--- src/rtl/fetch_queue.sv ---
// Instruction fetch stage: owns the fetch PC and buffers fetched words
// in a small prefetch FIFO feeding decode over a valid/ready handshake.
module fetch_queue #(
    parameter int unsigned DEPTH    = 4,
    parameter logic [31:0] RESET_PC = 32'h0000_0000
) (
    input  logic                     clk,
    input  logic                     rst,
    input  logic                     fetch_en,
    output logic [31:0]              imem_addr,
    input  logic [31:0]              imem_instr,
    output logic                     out_valid,
    input  logic                     out_ready,
    output logic [31:0]              out_instr,
    output logic [31:0]              out_pc,
    output logic [31:0]              out_pc_plus4,
    input  logic                     redirect,
    input  logic [31:0]              redirect_pc,
    output logic [$clog2(DEPTH):0]   count
);

    localparam int unsigned AW = $clog2(DEPTH);
    localparam logic [AW:0] FULL = (AW+1)'(DEPTH);

    logic [31:0]   fetch_pc;
    logic [AW-1:0] wr_ptr;
    logic [AW-1:0] rd_ptr;
    logic [31:0]   pc_mem    [DEPTH];
    logic [31:0]   instr_mem [DEPTH];

    logic pop;
    logic push;
    logic unused_redirect_lsbs;

    // Low address bits of a redirect target are forced to a word boundary.
    assign unused_redirect_lsbs = ^redirect_pc[1:0];

    assign imem_addr    = fetch_pc;
    assign out_valid    = (count != '0);
    assign out_instr    = instr_mem[rd_ptr];
    assign out_pc       = pc_mem[rd_ptr];
    assign out_pc_plus4 = out_pc + 32'd4;

    assign pop  = out_valid & out_ready;
    assign push = fetch_en & ~redirect & ((count < FULL) | pop);

    // Storage needs no reset: entries are only observed once count covers them.
    always_ff @(posedge clk) begin
        if (push) begin
            pc_mem[wr_ptr]    <= fetch_pc;
            instr_mem[wr_ptr] <= imem_instr;
        end
    end

    always_ff @(posedge clk or posedge rst) begin
        if (rst) begin
            fetch_pc <= RESET_PC;
            wr_ptr   <= '0;
            rd_ptr   <= '0;
            count    <= '0;
        end else if (redirect) begin
            fetch_pc <= {redirect_pc[31:2], 2'b00};
            wr_ptr   <= '0;
            rd_ptr   <= '0;
            count    <= '0;
        end else begin
            if (push) begin
                fetch_pc <= fetch_pc + 32'd4;
                wr_ptr   <= wr_ptr + AW'(1);
            end
            if (pop) begin
                rd_ptr <= rd_ptr + AW'(1);
            end
            case ({push, pop})
                2'b10:   count <= count + (AW+1)'(1);
                2'b01:   count <= count - (AW+1)'(1);
                default: count <= count;
            endcase
        end
    end

endmodule

--- config.mk ---
export PLATFORM = sky130hd
export DESIGN_NAME = fetch_queue
export DESIGN_NICKNAME = d
export VERILOG_FILES = /design/src/rtl/fetch_queue.sv
export SDC_FILE = /design/constraint.sdc
export NUM_CORES = 1
export LEC_CHECK = 0
export ABC_AREA = 1
export BUFFER_PORTS_ARGS = -buffer_cell sky130_fd_sc_hd__buf_4
export CAP_MARGIN = 40
export CORE_ASPECT_RATIO = 1.25
export CORE_MARGIN = 2
export CORE_UTILIZATION = 52
export CTS_CLUSTER_SIZE = 30
export DETAILED_ROUTE_END_ITERATION = 7
export GPL_TIMING_DRIVEN = 0
export PLACE_DENSITY = 0.79
export SLEW_MARGIN = 20
export SYNTH_ARGS = -nofsm -noshare
export SYNTH_HDL_FRONTEND = slang
export SYNTH_SLANG_ARGS = --single-unit
--- constraint.sdc ---
create_clock -name clk -period 4.5 [get_ports clk]
set_clock_uncertainty 0.1 [all_clocks]
set_input_delay 0.9 -clock clk [delete_from_list [all_inputs] [get_ports clk]]
set_output_delay 0.9 -clock clk [all_outputs]
set_load 0.05 [all_outputs]
==> run summary <==
Crit path top cell by count = nand2_1
Xor/xnor share of the synthesized area = 2.57%
Fin util = 65.4%
Hold Slack = 0.276 ns
Fin crit period = 4.32 ns
Drt via density = 5.54
Post-synthesis sequential area ratio = 62.9%
Post-synthesis simple-gate area fraction = 22.2%
Grt ovf = 0
Slew Limit Headroom = 45.1%
Highest clock rate = 231 MHz
Fin. max-slew vios = 0
Period utilization = 96.1%
Ys Warns = 0
Layout Nets = 1670
CP Class = reg -> out
Synth cell types = 39
Final Hold Viols = 0
Via count = 10803
Placer congestion estimate = 0.902
Crit end category = output port
Die width = 147 µm
DRC Markers = 0
Worst EP arrival = 3.32 ns
Die area = 26900 µm²
DR WL/cell = 19.3 µm
Global-route wire length before repair = 56900 µm
VDD IR max = 0.371 mV
Area after DPL = 15500 µm²
Top-area cell type share of the netlist area = 56.0%
Initial antenna violation count = 0
Mapped cell area = 13300 µm²
Post-synthesis adder-cell area fraction = 0.715%
Post-route setup TNS = 0 ns
Most instantiated library cell after synthesis = nand2_1
Clk slew on worst S/H paths = 0.07 ns
Number of max-cap violations = 0
Leak Pwr = 6.82 nW
Dominant cell type by area after synthesis = edfxtp_1
Post-synth EDFFs = 248
Proportion of synthesized area in mux cells = 0%
Synth Area in Compound Gates = 6.51%
CTS tree = yes
Critical Path RT = 3.50 ns
CP Max Fanout = 10
CORE AREA = 25200 µm²
Tightest Hold Check Type = in -> async
Post-Synthesis Cells = 1355
Post-synthesis register bit count = 285
CP peak stage delay = 0.42 ns
Post-synth top cells = nand2_1, edfxtp_1, nor2_1, nand3_1, inv_1
Antenna diodes = 0
Initial DRC count = 1102
Vias in the first global route = 10528
Share of layout cells above drive strength 1 = 19.5%
Initial Util = 52.8%
Worst-margin pin slew = 0.824 ns
Ys async rst share = 13.0%
GRT Util Overall = 27.4%
Hold Buf Count CTS = 0
P&R area growth vs syn = 24.0%
RSZ-0062 raised after global routing = no
Worst-Skew Late Latency = 0.55 ns
Routed wire length = 37600 µm
Post-CTS Setup Inserts = 0
DRT Pass-1 Iters = 5
WP buf/inv = 4
Crit path cell chain = inv_1, buf_2, clkbuf_4, nand2_1, nand2_1, ha_2, nand2_1, nor2_2, nand2_1, nor2_2, xor2_1, buf_4
Post-route design area = 16500 µm²
# IOs = 201
I/O Buffers = 192
Power Dens Cells = 588 nW/µm²
Final ANT Viol Nets = 0
H-tree depth = 1
FP Rows = 65
Largest net degree at the start of global routing = 24
Hpwl dp = 26400 µm
CTS buffer count = 27
Status = finished clean
Main synth FF type = edfxtp_1
Clock sink count = 285
Height of the die = 183 µm
Setup violators final = 0
Overall power = 0.00969 W
Clock buffer depth = 3
Syn Area/Cell = 9.82 µm²
Worst Setup Start Kind = register
Largest family of logic cells by synthesized area = simple AND/OR/NAND/NOR gates
Post-CTS Resized = 0
Slowest cell on the critical path = dfrtp_1
Synth area leaders = edfxtp_1, nand2_1, dfrtp_1, nor2_1, nand3_1
CTS root buf = clkbuf_16
CP delay by family, top = simple AND/OR/NAND/NOR gates
kinds of logic after synthesis:
logic type      count (synthesis)
simple gates                  728
xor+xnor                       39
compound gates                148
fa+ha+maj                       7
other cells                     1
flops                         285
buf+inv                       147
area by class of cell:
class	instances	area, µm²
Inverter	86	325
Tap cell	335	419
Timing Repair Buffer	205	1770
Buffer	61	350
Fill cell	1971	8710
Clock inverter	18	194
Clock buffer	32	757
Multi-Input combinational cell	928	4310
Sequential cell	285	8370
through the flow:
stage               cells  worst slack [ns]
detailed placement   1900             0.645
floorplan            1360            -0.257
global route         1950            0.0269
finish               1950             0.176
global placement     1887             -3.02
CTS                  1950            0.0517
worst reg2reg max path, delay by kind of cell, from the launching register on:
family,cells,cell delay [ns]
buf+inv,3,0.89
flops,1,0.42
compound gates,1,0.50
simple gates,2,1.12
cell usage in the layout, fill, tap and decap left out, types with 6 or more instances in the layout:
master	count
nand4_1	13
clkinv_2	8
clkbuf_1	27
clkbuf_16	29
buf_2	18
buf_16	10
xor2_1	35
o211ai_1	8
o22ai_1	32
nand2_2	8
nand2_1	440
nor2_2	10
a21oi_1	8
buf_4	203
nor3_1	6
o21bai_1	11
conb_1	6
nand3_1	87
dfrtp_1	37
nor2_1	154
edfxtp_1	248
o21ai_0	77
inv_1	84
flip-flops by register name, indices dropped and copies added (netlist names):
| name | cells |
|---|---|
| instr_mem | 128 |
| pc_mem | 120 |
| rd_ptr | 2 |
| imem_addr | 30 |
| count | 3 |
| wr_ptr | 2 |
where the power goes:
group	switching [W]	internal, W
clock	0.00100	0.00139
sequential	0.000168	0.00309
combinational	0.00297	0.00107
total	0.00414	0.00555
worst paths after layout:
kind	startpoint	endpoint	slack (ns)	cells past startpoint
worst max-delay path	rd_ptr[1]	out_pc_plus4[14]	0.18	12
worst min-delay path	rst	imem_addr[28]	0.28	2
worst min register to register	count[1]	count[1]	0.51	2
max in group asynchronous	rst	imem_addr[27]	3.56	3
min in group clk	imem_instr[23]	instr_mem[0][23]	0.44	1
worst max register to register	count[2]	instr_mem[1][11]	1.17	6
per-layer routing:
| metal | vias up | track usage, % | share of wire (%) | wire length, µm |
|---|---|---|---|---|
| met5 | - | 0 | 0 | 0 |
| met2 | 581 | 47.3 | 50 | 18800 |
| met3 | 104 | 3.26 | 8.2 | 3100 |
| li1 | 5038 | - | - | - |
| met4 | 0 | 12.3 | 4.1 | 1530 |
| met1 | 5080 | 34.8 | 38 | 14200 |
(Power assumes the default switching activity.)
